--- src/rtl/mc_controller.sv ---
// mc_controller: multicycle RV32I control FSM with MEM_LATENCY wait states.
// Optional ILLEGAL_TRAP_EN adds a HALT state and the IllegalInstr output.
module mc_controller #(
    parameter int MEM_LATENCY = 0
) (
    input  logic       clk,
    input  logic       reset,
    input  logic [6:0] op,
    input  logic [2:0] funct3,
    input  logic       funct7b5,
    input  logic       Zero,
    input  logic       LT,
    input  logic       LTU,
    output logic       PCWrite,
    output logic       AdrSrc,
    output logic       MemWrite,
    output logic       IRWrite,
    output logic       RegWrite,
    output logic [1:0] ResultSrc,
    output logic [1:0] ALUSrcA,
    output logic [1:0] ALUSrcB,
    output logic [2:0] ImmSrc,
`ifdef ILLEGAL_TRAP_EN
    output logic       IllegalInstr,
`endif
    output logic [3:0] ALUControl
);
    typedef enum logic [3:0] {
        FETCH, DECODE, MEMADR, MEMREAD, MEMWB, MEMWRITE, EXECR, EXECI,
        ALUWB, BRANCH, JAL, JALR, LUI, AUIPC
`ifdef ILLEGAL_TRAP_EN
        , HALT
`endif
    } state_t;

    state_t     state, dec_next;
    logic [2:0] cnt;
    logic       last, memst, taken, pcupdate, irw, mw, rw;
    logic [3:0] alu_fn;

    assign memst = state inside {FETCH, MEMREAD, MEMWRITE};
    assign last  = cnt == 3'(MEM_LATENCY);
    assign taken = (funct3[2:1] == 2'b01) ? 1'b0 :
                   ((funct3[2] ? (funct3[1] ? LTU : LT) : Zero) ^ funct3[0]);

    always_comb begin
        dec_next = FETCH;
        case (op)
            7'b0000011, 7'b0100011: dec_next = MEMADR;
            7'b0110011: dec_next = EXECR;
            7'b0010011: dec_next = EXECI;
            7'b1100011: dec_next = BRANCH;
            7'b1101111: dec_next = JAL;
            7'b1100111: dec_next = JALR;
            7'b0110111: dec_next = LUI;
            7'b0010111: dec_next = AUIPC;
`ifdef ILLEGAL_TRAP_EN
            default:    dec_next = HALT;
`else
            default:    dec_next = FETCH;
`endif
        endcase
`ifdef ILLEGAL_TRAP_EN
        if (op == 7'b1100011 && funct3[2:1] == 2'b01) dec_next = HALT;
`endif
    end

    always_ff @(posedge clk) begin
        if (reset) begin
            state <= FETCH;
            cnt   <= '0;
        end else begin
            cnt <= (memst && !last) ? cnt + 3'd1 : 3'd0;
            case (state)
                FETCH:    if (last) state <= DECODE;
                DECODE:   state <= dec_next;
                MEMADR:   state <= op[5] ? MEMWRITE : MEMREAD;
                MEMREAD:  if (last) state <= MEMWB;
                MEMWRITE: if (last) state <= FETCH;
                EXECR, EXECI, JAL, JALR, LUI, AUIPC: state <= ALUWB;
`ifdef ILLEGAL_TRAP_EN
                HALT:     state <= HALT;
`endif
                default:  state <= FETCH;
            endcase
        end
    end

    always_comb begin
        case (funct3)
            3'b000:  alu_fn = (state == EXECR && funct7b5) ? 4'd1 : 4'd0;
            3'b001:  alu_fn = 4'd7;
            3'b010:  alu_fn = 4'd5;
            3'b011:  alu_fn = 4'd6;
            3'b100:  alu_fn = 4'd4;
            3'b101:  alu_fn = funct7b5 ? 4'd9 : 4'd8;
            3'b110:  alu_fn = 4'd3;
            default: alu_fn = 4'd2;
        endcase
    end

    always_comb begin
        case (op)
            7'b0100011:             ImmSrc = 3'b001;
            7'b1100011:             ImmSrc = 3'b010;
            7'b0110111, 7'b0010111: ImmSrc = 3'b011;
            7'b1101111:             ImmSrc = 3'b100;
            default:                ImmSrc = 3'b000;
        endcase
    end

    always_comb begin
        pcupdate   = 1'b0;
        irw        = 1'b0;
        mw         = 1'b0;
        rw         = 1'b0;
        AdrSrc     = 1'b0;
        ResultSrc  = 2'b00;
        ALUSrcA    = 2'b00;
        ALUSrcB    = 2'b00;
        ALUControl = 4'd0;
        case (state)
            FETCH: begin
                ALUSrcB   = 2'b10;
                ResultSrc = 2'b10;
                irw       = last;
                pcupdate  = last;
            end
            DECODE: begin
                ALUSrcA = 2'b01;
                ALUSrcB = 2'b01;
            end
            MEMADR: begin
                ALUSrcA = 2'b10;
                ALUSrcB = 2'b01;
            end
            MEMREAD: AdrSrc = 1'b1;
            MEMWB: begin
                ResultSrc = 2'b01;
                rw        = 1'b1;
            end
            MEMWRITE: begin
                AdrSrc = 1'b1;
                mw     = last;
            end
            EXECR: begin
                ALUSrcA    = 2'b10;
                ALUControl = alu_fn;
            end
            EXECI: begin
                ALUSrcA    = 2'b10;
                ALUSrcB    = 2'b01;
                ALUControl = alu_fn;
            end
            ALUWB: rw = 1'b1;
            BRANCH: begin
                ALUSrcA    = 2'b10;
                ALUControl = 4'd1;
            end
            JAL: begin
                ALUSrcA  = 2'b01;
                ALUSrcB  = 2'b10;
                pcupdate = 1'b1;
            end
            JALR: begin
                ALUSrcA   = 2'b10;
                ALUSrcB   = 2'b01;
                ResultSrc = 2'b10;
                pcupdate  = 1'b1;
            end
            LUI: begin
                ALUSrcB    = 2'b01;
                ALUControl = 4'd10;
            end
            AUIPC: begin
                ALUSrcA = 2'b01;
                ALUSrcB = 2'b01;
            end
            default: ;
        endcase
    end

    // Enables are suppressed during reset so an abandoned instruction writes nothing.
    assign PCWrite  = !reset && (pcupdate || (state == BRANCH && taken));
    assign IRWrite  = !reset && irw;
    assign MemWrite = !reset && mw;
    assign RegWrite = !reset && rw;
`ifdef ILLEGAL_TRAP_EN
    assign IllegalInstr = state == HALT;
`endif
endmodule

--- config.mk ---
export PLATFORM = sky130hd
export DESIGN_NAME = mc_controller
export DESIGN_NICKNAME = d
export VERILOG_FILES = /design/src/rtl/mc_controller.sv
export SDC_FILE = /design/constraint.sdc
export NUM_CORES = 1
export LEC_CHECK = 0
export ABC_CLOCK_PERIOD_IN_PS = 3800
export BUFFER_PORTS_ARGS = -buffer_cell sky130_fd_sc_hd__buf_4
export CAP_MARGIN = 40
export CELL_PAD_IN_SITES_DETAIL_PLACEMENT = 1
export CELL_PAD_IN_SITES_GLOBAL_PLACEMENT = 1
export CORE_ASPECT_RATIO = 1.2
export CORE_MARGIN = 1.5
export CORE_UTILIZATION = 37
export CTS_CLUSTER_SIZE = 8
export DETAILED_ROUTE_END_ITERATION = 12
export GPL_ROUTABILITY_DRIVEN = 0
export PLACE_DENSITY_LB_ADDON = 0.1
export SETUP_SLACK_MARGIN = 0.02
export SLEW_MARGIN = 0
export SYNTH_ARGS = -nofsm -noshare
export SYNTH_HDL_FRONTEND = slang
export SYNTH_SLANG_ARGS = --single-unit
--- constraint.sdc ---
create_clock -name clk -period 3.8 [get_ports clk]
set_input_delay 0.19 -clock clk [delete_from_list [all_inputs] [get_ports clk]]
set_output_delay 0.19 -clock clk [all_outputs]
set_load 0.005 [all_outputs]
# After elaboration in Yosys (flattened, before gate mapping)
# Cells that the tools add are included.
[totals] register_bits=7 word_cells=87 input_bits=16
[classes] n_bitwise=2 reduce_logical=28 mux=22 eq_ne=32 n_addsub=1
[op_table] op="4-bit one-hot mux with 8 select lines" n=1
[op_table] op="4-bit one-hot mux with 7 select lines" n=1
[op_table] op="4-bit == test, second input constant" n=6
[op_table] op="4-bit one-hot mux with 6 select lines" n=1
[op_table] op="7-bit by 6-bit == test with 1-bit output, second input constant" n=3
[op_table] op="7-bit == test, second input constant" n=3
[op_table] op="2-bit OR reduction" n=9
[op_table] op="4-bit by 3-bit == test with 1-bit output, second input constant" n=4
[op_table] op="7-bit by 5-bit == test with 1-bit output, second input constant" n=2
[op_table] op="4-bit 2-to-1 mux" n=3
[op_table] op="2-bit one-hot mux with 2 select lines" n=3
[op_table] op="3-bit one-hot mux with 4 select lines" n=1
[op_table] op="4-bit one-hot mux with 3 select lines" n=1
[op_table] op="6-bit OR reduction" n=2
[op_table] op="3-bit == test, second input constant" n=3
[op_table] op="1-bit 2-to-1 mux" n=9
[op_table] op="4-bit by 2-bit == test with 1-bit output, second input constant" n=2
[op_table] op="7-bit by 2-bit == test with 1-bit output, second input constant" n=1
[op_table] op="1-bit logical AND" n=7
[op_table] op="3-bit by 2-bit == test with 1-bit output, second input constant" n=2
[op_table] op="3-bit zero test" n=2
[op_table] op="2-bit != test, second input constant" n=3
[op_table] op="5-bit OR reduction" n=1
[op_table] op="4-bit by 1-bit == test with 1-bit output, second input constant" n=1
[op_table] op="other kinds (13)" n=14

# Logic depth before layout (Yosys ltp)
# Gate-level depths: netlist of the first run.
[depth] ltp_word=7 mapped_depth=6

# Worst setup path before layout of the first run
# Ideal clock, no wire load.
[synth_path] kind="flip-flop to flip-flop" from="register cnt[0]" to="register state[1]" slack_ns=2.321 stages_incl_launch_ff=7 arrival_time_ns=1.420 setup_time_ns=0.059 required_time_ns=3.741 path_cell_list="dfxtp_1 > inv_1 > ha_1 > nor2b_1 > or3_1 > a211oi_2 > o31a_1"
[synth_via] elab_chain_cells=3 word_cells_on_any_way=5 cone_classes="eq/ne (3); reduce/logical (2)"
[synth_rtl] element="start, declared" line="37" source="logic [2:0] cnt;"
[synth_rtl] element="start signal, assigned" line="73" source="cnt <= (memst && !last) ? cnt + 3'd1 : 3'd0;"
[synth_rtl] element="3-bit zero test *" line="42" source="assign last = cnt == 3'(MEM_LATENCY);"
[synth_rtl] element="2-bit != test (no source line)"
[synth_rtl] element="3-bit AND reduction (no source line) *"
[synth_rtl] element="end signal, assigned" line="76" source="DECODE: state <= dec_next;"
[synth_rtl] element="end signal, assigned" line="77" source="MEMADR: state <= op[5] ? MEMWRITE : MEMREAD;"
[synth_rtl] element="end, declared" line="36" source="state_t state, dec_next;"
# Mark *: on every way between the ends. The rest lies on a longest branch, timed or not.
# A chain may end at the register's enable or synchronous reset.

# Worst setup path in the final report of the first run
[layout_path] from="register state[0]" to="output port MemWrite"
[layout_via] elab_chain_cells=3
[layout_rtl] element="4-bit by 3-bit == test with 1-bit output" line="122" source="case (state)"
[layout_rtl] element="1-bit 2-to-1 mux" line="122"
[layout_rtl] element="1-bit logical AND" line="186" source="assign MemWrite = !reset && mw;"
[layout_rtl] element="end, declared" line="16" source="output logic MemWrite,"
# Every way passes these cells.

==> impl_metrics.toml, run 1 <==
[setup_path]
crit_chain = "inv_1, or4_4, nor2_1, buf_4"
crit_path_max_incr_delay_ns = 0.74
crit_required_ns = 3.61
endpoint_kind = "output port"
critPathSlowestCell = "dfxtp_1"
arrival_ns = 2.06
worstPathMaxFanout = 19
cp-start-kind = "flip-flop"
path_class = "flip-flop to output port"

[route]
drt_wl_total_mm = 2.65
wl_per_cell_um = 14.1
dr.pass1.iters = 4
avgViaCountPerCell = 5.44
vias = 1018
drt_iter0_drc = 9
drcViolationCount = 0
ant_nets = 0

[sta]
relSlewSlack = 0.565
finalSetupViolCount = 0
slew_viol_final = 0
rsz0062_at_grt = "false"
setup_tns_ns = 0
period_needed_ns = 2.25
worst_pin_slew_ns = 0.652
min_period_over_period = 0.592
final_hold_viol_count = 0
clock_skew_ns = 0.00296
max_freq_mhz = 444

[clocking]
clk_latency_ns = 0.25
cts_resized = 0
cts_tree = "done"
clockBufferDepth = 2
cts_setup_buffers = 0
numCtsBuffers = 3
cts-root-buf = "clkbuf_4"
clk_pin_slew_ns = 0.05
h-tree-depth = 1
cts.sinks = 7
cts-hold-fix-buffers = 0

[yosys]
syn_area_per_cell_um2 = 7.34
synth_edf_count = 0
yosys.area.top_type_share = 0.150
synth_common_cells = "14 x nor2_1, 8 x inv_1, 7 x dfxtp_1"
async_flop_share = 0
syn-num-nets = 145
synth_area_leaders = "dfxtp_1 15%, nor2_1 5.6%, nand2b_1 4.0%"
ys_seq_area_frac = 0.150
synth_top_cell_by_area = "dfxtp_1"
synthesis.instances = 127
yosys_warnings = 0
ys.flop_type = "dfxtp_1"
synth.most_common_cell = "nor2_1"
synthDistinctLibCells = 49
synth_area_um2 = 932
synth.ff_latch_count = 7

[finish]
final_layout_size_suffix_gt1_frac = 0.295
nNetsFinal = 175
syn_to_final_growth_pct = 26.8
num_antenna_cells = 0

[die]
die_w_um = 48.8
coreArea_mm2 = 0.00233
dieArea_mm2 = 0.00283
die_h_um = 58.0
io_pins = 34
initial_core_util = 0.400
rows = 19

[placement]
dp_hpwl_mm = 2.14
port_buffers = 33

[hold_path]
hold_path.class = "primary input to flip-flop"

[grt]
grt_max_degree = 20
antenna_found_initial = 0
grt_pass1_wl_mm = 4.55
overflow = 0
first_global_vias = 995
grtUsageTotal = 0.200

[pwr]
p_total_uw = 474
p_leak_uw = 0.000497
power.density_mw_per_mm2 = 401
ir_worst_vdd_mv = 0.287

[outcome]
status = "completed"

[job]
cap_violations = 0
==> where the power goes <==
part / switching, uW / internal [uW] / total, uW
Combinational: 128 / 145 / 273
Sequential: 49.6 / 83.7 / 133
Clock: 27.5 / 40.1 / 67.5
Total: 205 / 269 / 474
==> sequential cells by signal, indices dropped and copies added (netlist names) <==
register	cells
state	4
cnt	3
==> critical path: cells and delay by family (launching register included) <==
kind / cells / cell delay (ns)
flip-flops: 1 / 0.74
buffers and inverters: 2 / 0.38
AND/OR/NAND/NOR: 2 / 0.69
==> layout make-up <==
cell class                      count  area (um^2)
Tap cell                           31         38.8
Clock buffer                        4         26.3
Inverter                            9         33.8
Timing Repair Buffer               33          248
Fill cell                         322         1150
Sequential cell                     7          140
Multi-Input combinational cell    103          696
==> metrics by stage <==
stage               hold WS (ns)  cells  cell area, um^2   util  worst slack [ns]
CTS                        0.313    187             1180  0.508              1.54
floorplan                  0.374    127              932      -              2.32
global route               0.335    187             1180  0.508              1.39
finish                     0.321    187             1180  0.508              1.55
global placement           0.437    183             1160  0.496              1.92
detailed placement         0.437    183             1160  0.496              1.82
==> layout by cell type, fill, tap and decap left out, drive strengths merged, types with 2 or more instances in the layout <==
| master | instances |
|---|---|
| or2 | 3 |
| inv | 9 |
| ha | 2 |
| nor4 | 3 |
| o21a | 2 |
| a21oi | 4 |
| o31a | 3 |
| a311oi | 2 |
| nand3 | 5 |
| o21ba | 2 |
| nand3b | 3 |
| and2 | 3 |
| buf | 33 |
| o31ai | 5 |
| nand2b | 6 |
| nor2b | 3 |
| nor3 | 7 |
| o21ai | 6 |
| xor2 | 2 |
| dfxtp | 7 |
| nand2 | 6 |
| xnor2 | 4 |
| clkbuf | 4 |
| or3 | 2 |
| nor2 | 14 |
==> final timing paths <==
kind	start	to	slack, ns	cells past startpoint
max	state[0]	MemWrite	1.55	4
min	op[5]	state[2]	0.32	3
max reg2reg	state[0]	state[2]	1.97	3
min reg2reg	cnt[0]	cnt[0]	0.44	1
==> layer usage <==
| metal | GRT usage | up-vias | share of wire |
|---|---|---|---|
| met3 | 0.0232 | 2 | 0.029 |
| met4 | 0.0612 | 0 | 0.0068 |
| li1 | - | 522 | - |
| met5 | 0 | - | 0 |
| met1 | 0.252 | 474 | 0.44 |
| met2 | 0.358 | 20 | 0.52 |
==> cell families (layout without fill, tap and decap cells) <==
| logic type | after synthesis | after routing | synth area share |
|---|---|---|---|
| AO/OA/AOI/OAI | 35 | 35 | 0.297 |
| XOR/XNOR | 6 | 6 | 0.0564 |
| adder cells (fa/ha/maj) | 2 | 2 | 0.0268 |
| buffers and inverters | 17 | 46 | 0.103 |
| flip-flops | 7 | 7 | 0.150 |
| multiplexers | 2 | 2 | 0.0268 |
| AND/OR/NAND/NOR | 58 | 58 | 0.340 |
Note: power is estimated with default switching activity, not from simulation.
==> run 2, diff against run 1 <==
--- a/config.mk
+++ b/config.mk
@@ -5,14 +5,14 @@
 export SDC_FILE = /design/constraint.sdc
 export NUM_CORES = 1
 export LEC_CHECK = 0
-export ABC_CLOCK_PERIOD_IN_PS = 3800
+export ABC_CLOCK_PERIOD_IN_PS = 1900
 export BUFFER_PORTS_ARGS = -buffer_cell sky130_fd_sc_hd__buf_4
 export CAP_MARGIN = 40
 export CELL_PAD_IN_SITES_DETAIL_PLACEMENT = 1
 export CELL_PAD_IN_SITES_GLOBAL_PLACEMENT = 1
 export CORE_ASPECT_RATIO = 1.2
 export CORE_MARGIN = 1.5
-export CORE_UTILIZATION = 37
+export CORE_UTILIZATION = 31
 export CTS_CLUSTER_SIZE = 8
 export DETAILED_ROUTE_END_ITERATION = 12
 export GPL_ROUTABILITY_DRIVEN = 0
==> constraint.sdc (replaced) <==
create_clock -name clk -period 1.9 [get_ports clk]
set_input_delay 0.095 -clock clk [delete_from_list [all_inputs] [get_ports clk]]
set_output_delay 0.095 -clock clk [all_outputs]
set_load 0.005 [all_outputs]
==> impl_metrics.toml, run 2 (synthesis results as in run 1) <==
[setup_path]
worstPathMaxFanout = 11
path_class = "flip-flop to output port"
crit_chain = "inv_2, or4_4, nor2_1, buf_4"
crit_path_max_incr_delay_ns = 0.58
cp-start-kind = "flip-flop"
crit_required_ns = 1.80
arrival_ns = 1.66
critPathSlowestCell = "or4_4"
endpoint_kind = "output port"
r2r_slack_ns = 0.25

[grt]
overflow = 0
grtUsageTotal = 0.178
antenna_found_initial = 0
grt_max_degree = 20
grt_pass1_wl_mm = 4.57
first_global_vias = 1033

[clocking]
h-tree-depth = 1
clockBufferDepth = 2
cts_resized = 2
numCtsBuffers = 3
cts.sinks = 7
cts_setup_buffers = 0
cts-root-buf = "clkbuf_4"
cts_tree = "done"
cts-hold-fix-buffers = 0
clk_latency_ns = 0.26
clk_pin_slew_ns = 0.06

[finish]
syn_to_final_growth_pct = 31.0
final_cell_mix = "37 x buf_4, 14 x nor2_1, 8 x inv_1"
nNetsFinal = 179
mostFrequentLayoutCell = "buf_4"
top_regs = "state x4, cnt x3"
largest_reg_flops = 4
postLayoutCellArea_mm2 = 0.00122
final_cells = 194
final_layout_size_suffix_gt1_frac = 0.338
num_antenna_cells = 0
largest_register = "state"

[placement]
place_area_mm2 = 0.00119
dp_hpwl_mm = 2.24
dp.cells = 190
port_buffers = 33

[sta]
final_hold_viol_count = 0
setup_tns_ns = 0
slew_viol_final = 0
rsz0062_at_grt = "false"
finalSetupViolCount = 0
max_freq_mhz = 568
period_needed_ns = 1.76
min_period_over_period = 0.926
clock_skew_ns = 0.00573
worst_pin_slew_ns = 0.340
relSlewSlack = 0.773

[route]
vias = 1048
drt_wl_total_mm = 2.78
avgViaCountPerCell = 5.40
drt_iter0_drc = 16
wl_per_cell_um = 14.3
ant_nets = 0
dr.pass1.iters = 4
drcViolationCount = 0

[die]
die_h_um = 63.1
io_pins = 34
rows = 21
coreArea_mm2 = 0.00284
dieArea_mm2 = 0.00335
initial_core_util = 0.328
die_w_um = 53.1

[pwr]
combPwrFrac = 0.634
p_int_uw = 574
power.density_mw_per_mm2 = 826
p_leak_uw = 0.000521
p_clk_frac = 0.141
switching_share = 0.431
ir_worst_vdd_mv = 0.322
p_total_uw = 1010
p_seq_frac = 0.225
p_switching_uw = 435

[hold_path]
hold_path.class = "primary input to flip-flop"

[job]
cap_violations = 0

[outcome]
status = "completed"
-- run 2: changes by cell type in the layout (fill, tap and decap cells not counted), sizes merged --
| cell | change |
|---|---|
| clkinv | +1 |
| buf | +4 |
| clkbuf | -1 |
-- run 2: path summary, 6_finish.rpt --
kind	from	end	cells after the start
hold / removal	op[5]	state[2]	3
setup / recovery	state[2]	MemWrite	4
hold reg to reg	cnt[0]	cnt[0]	1
setup reg to reg	cnt[0]	state[0]	6
-- run 2: per-stage QoR --
| step | hold WS (ns) | utilization | setup WS, ns |
|---|---|---|---|
| CTS | 0.197 | 0.430 | 0.0894 |
| finish | 0.190 | 0.430 | 0.141 |
| global placement | 0.429 | 0.419 | 0.265 |
| floorplan | 0.218 | - | 0.421 |
| global route | 0.225 | 0.430 | 0.0456 |
| detailed placement | 0.440 | 0.419 | 0.209 |
-- run 2: cell type report --
cell class	instances	area [um^2]
clock buffer	3	22.5
clock inverter	1	5.00
fill	366	1620
inverter	9	33.8
multi-input combinational	103	696
sequential	7	144
tap	34	42.5
timing repair buffer	37	278
-- run 2: power groups by stage --
stage / registers [uW] / clock network (uW) / logic [uW]
floorplan: 176 / 0 / 446
global placement: 224 / 0 / 638
detailed placement: 227 / 0 / 645
CTS: 225 / 149 / 648
global route: 233 / 153 / 712
finish: 227 / 143 / 640
-- run 2: layer usage --
layer	wire [um]	up-vias	GRT usage	share of wire
li1	-	525	-	-
met1	1150	495	0.194	0.41
met2	1490	25	0.342	0.54
met3	105	3	0.0142	0.038
met4	36	0	0.0577	0.013
met5	0	-	0	0
-- run 2: critical path: cells and delay by family (launching register included) --
kind	cells	cell delay, ns
and+or+nand+nor	2	0.69
DFF	1	0.46
buffers and inverters	2	0.24
==> run 3, diff against run 2 <==
--- a/config.mk
+++ b/config.mk
@@ -5,6 +5,7 @@
 export SDC_FILE = /design/constraint.sdc
 export NUM_CORES = 1
 export LEC_CHECK = 0
+export ABC_AREA = 1
 export ABC_CLOCK_PERIOD_IN_PS = 1900
 export BUFFER_PORTS_ARGS = -buffer_cell sky130_fd_sc_hd__buf_4
 export CAP_MARGIN = 40
@@ -12,13 +13,13 @@
 export CELL_PAD_IN_SITES_GLOBAL_PLACEMENT = 1
 export CORE_ASPECT_RATIO = 1.2
 export CORE_MARGIN = 1.5
-export CORE_UTILIZATION = 31
+export CORE_UTILIZATION = 28
 export CTS_CLUSTER_SIZE = 8
 export DETAILED_ROUTE_END_ITERATION = 12
 export GPL_ROUTABILITY_DRIVEN = 0
 export PLACE_DENSITY_LB_ADDON = 0.1
 export SETUP_SLACK_MARGIN = 0.02
-export SLEW_MARGIN = 0
+export SLEW_MARGIN = 20
 export SYNTH_ARGS = -nofsm -noshare
 export SYNTH_HDL_FRONTEND = slang
 export SYNTH_SLANG_ARGS = --single-unit
==> impl_metrics.toml, run 3 <==
[route]
wl_per_cell_um = 12.0
drcViolationCount = 0
vias = 1092
drt_wl_total_mm = 2.77
drt_iter0_drc = 16
avgViaCountPerCell = 4.73
dr.pass1.iters = 4
ant_nets = 0

[setup_path]
worstPathMaxFanout = 6
worstReg2RegStart = "state[1]"
endpoint_kind = "output port"
crit_required_ns = 1.80
reg2regPathDepth = 8
r2r_end = "state[2]"
arrival_ns = 1.58
path_class = "flip-flop to output port"
r2r_slack_ns = 0.52
cp-start-kind = "flip-flop"

[placement]
pre_cts_ws_ns = 0.485
dp_hpwl_mm = 2.39
dp.cells = 227
port_buffers = 33

[die]
die_w_um = 54.0
initial_core_util = 0.288
die_h_um = 64.2
dieArea_mm2 = 0.00346
rows = 22
coreArea_mm2 = 0.00303
io_pins = 34

[sta]
rsz0062_at_grt = "false"
setup_tns_ns = 0
timing.final.ws_setup_ns = 0.221
min_period_over_period = 0.884
clock_skew_ns = 0.00949
max_freq_mhz = 595
slew_viol_final = 0
relSlewSlack = 0.738
worst_pin_slew_ns = 0.393
finalSetupViolCount = 0
final_hold_viol_count = 0
period_needed_ns = 1.68

[hold_path]
hold_path.class = "primary input to flip-flop"
min_to = "state[1]"
hold_depth = 4
worstHoldStart = "reset"

[yosys]
async_flop_share = 0
synth_edf_count = 0
synth.most_common_cell = "nand2_1"
synth_area_um2 = 873
ys_seq_area_frac = 0.160
ys.flop_type = "dfxtp_1"
synthesis.instances = 160
synth.ff_latch_count = 7
yosys.area.top_type_share = 0.211
syn-num-nets = 178
synth_common_cells = "49 x nand2_1, 25 x inv_1, 23 x nor2_1"
synthDistinctLibCells = 26
syn_area_per_cell_um2 = 5.46
yosys_warnings = 0
synth_top_cell_by_area = "nand2_1"
synth_area_leaders = "nand2_1 21%, dfxtp_1 16%, inv_1 11%"

[finish]
largest_register = "state"
final_layout_size_suffix_gt1_frac = 0.267
mostFrequentLayoutCell = "nand2_1"
multiInputGateArea_um2 = 609
largest_reg_flops = 4
top_regs = "state x4, cnt x3"
syn_to_final_growth_pct = 34.8
n_fill_cell = 445
register_area_um2 = 140
num_antenna_cells = 0
nNetsFinal = 214
final_cells = 231
final_cell_mix = "49 x nand2_1, 33 x buf_4, 25 x inv_1"

[outcome]
status = "completed"

[job]
cap_violations = 0

[grt]
overflow = 0
antenna_found_initial = 0
grtUsageTotal = 0.174
grt_max_degree = 11
grt_pass1_wl_mm = 4.61
first_global_vias = 1046

[pwr]
ir_worst_vdd_mv = 0.213
combPwrFrac = 0.329
switching_share = 0.320
p_int_uw = 294
p_leak_uw = 0.000667
power.density_mw_per_mm2 = 367
p_seq_frac = 0.358
p_switching_uw = 139
p_clk_frac = 0.312

[clocking]
cts_setup_buffers = 0
numCtsBuffers = 3
h-tree-depth = 1
clockBufferDepth = 2
clk_latency_ns = 0.25
cts_tree = "done"
cts_resized = 0
cts.sinks = 7
clk_pin_slew_ns = 0.06
cts-root-buf = "clkbuf_4"
cts-hold-fix-buffers = 0
-- run 3: logic make-up after synthesis --
group	share of synthesized area
xor+xnor	0.0201
fa+ha+maj	0.0286
flops	0.160
simple gates	0.533
compound gates	0.116
buf+inv	0.142
-- run 3: final cells by class --
cell class	instances	area share
multi-input combinational	122	0.518
sequential	7	0.119
timing repair buffer	33	0.210
tap	36	0.0383
clock buffer	4	0.0223
inverter	29	0.0925
-- run 3: worst max-delay path, cell delays in order, from the launching register on --
cell and delay (ns):
dfxtp_1 0.45, inv_2 0.14, nor2_4 0.14, nand3_1 0.13, nor2_1 0.12, nand3_1 0.09
a21oi_1 0.13, buf_4 0.13
-- run 3: metrics by stage --
step | cell area, um^2 | hold slack [ns] | utilization | total power (uW)
after floorplan | 873 | 0.218 | - | 230
after global placement | 1150 | 0.429 | 0.380 | 298
after detailed placement | 1150 | 0.434 | 0.380 | 301
after CTS | 1180 | 0.168 | 0.389 | 439
after global routing | 1180 | 0.186 | 0.389 | 471
final | 1180 | 0.167 | 0.389 | 433
-- run 3: power groups by stage --
stage	logic, uW	registers, uW	clock network [uW]
finish	143	155	135
global route	162	155	154
CTS	144	155	140
detailed placement	143	158	0
global placement	140	158	0
floorplan	74.0	156	0
-- run 3: layer usage --
metal  part of all wire  track usage  wire length, um
met3              0.032      0.00935               90
met5                  0            0                0
met4              0.014       0.0563               38
met2               0.56        0.332             1550
met1               0.39        0.194             1090
-- run 3: worst max-delay path by stage --
stage | slack [ns] | startpoint | to | cells past startpoint
after floorplan | 0.77 | state[3] | state[0] | 9
after global placement | 0.43 | state[0] | PCWrite | 7
after detailed placement | 0.49 | state[0] | PCWrite | 7
after CTS | 0.20 | state[0] | PCWrite | 7
after global routing | 0.06 | state[0] | PCWrite | 7
final | 0.22 | state[0] | PCWrite | 7
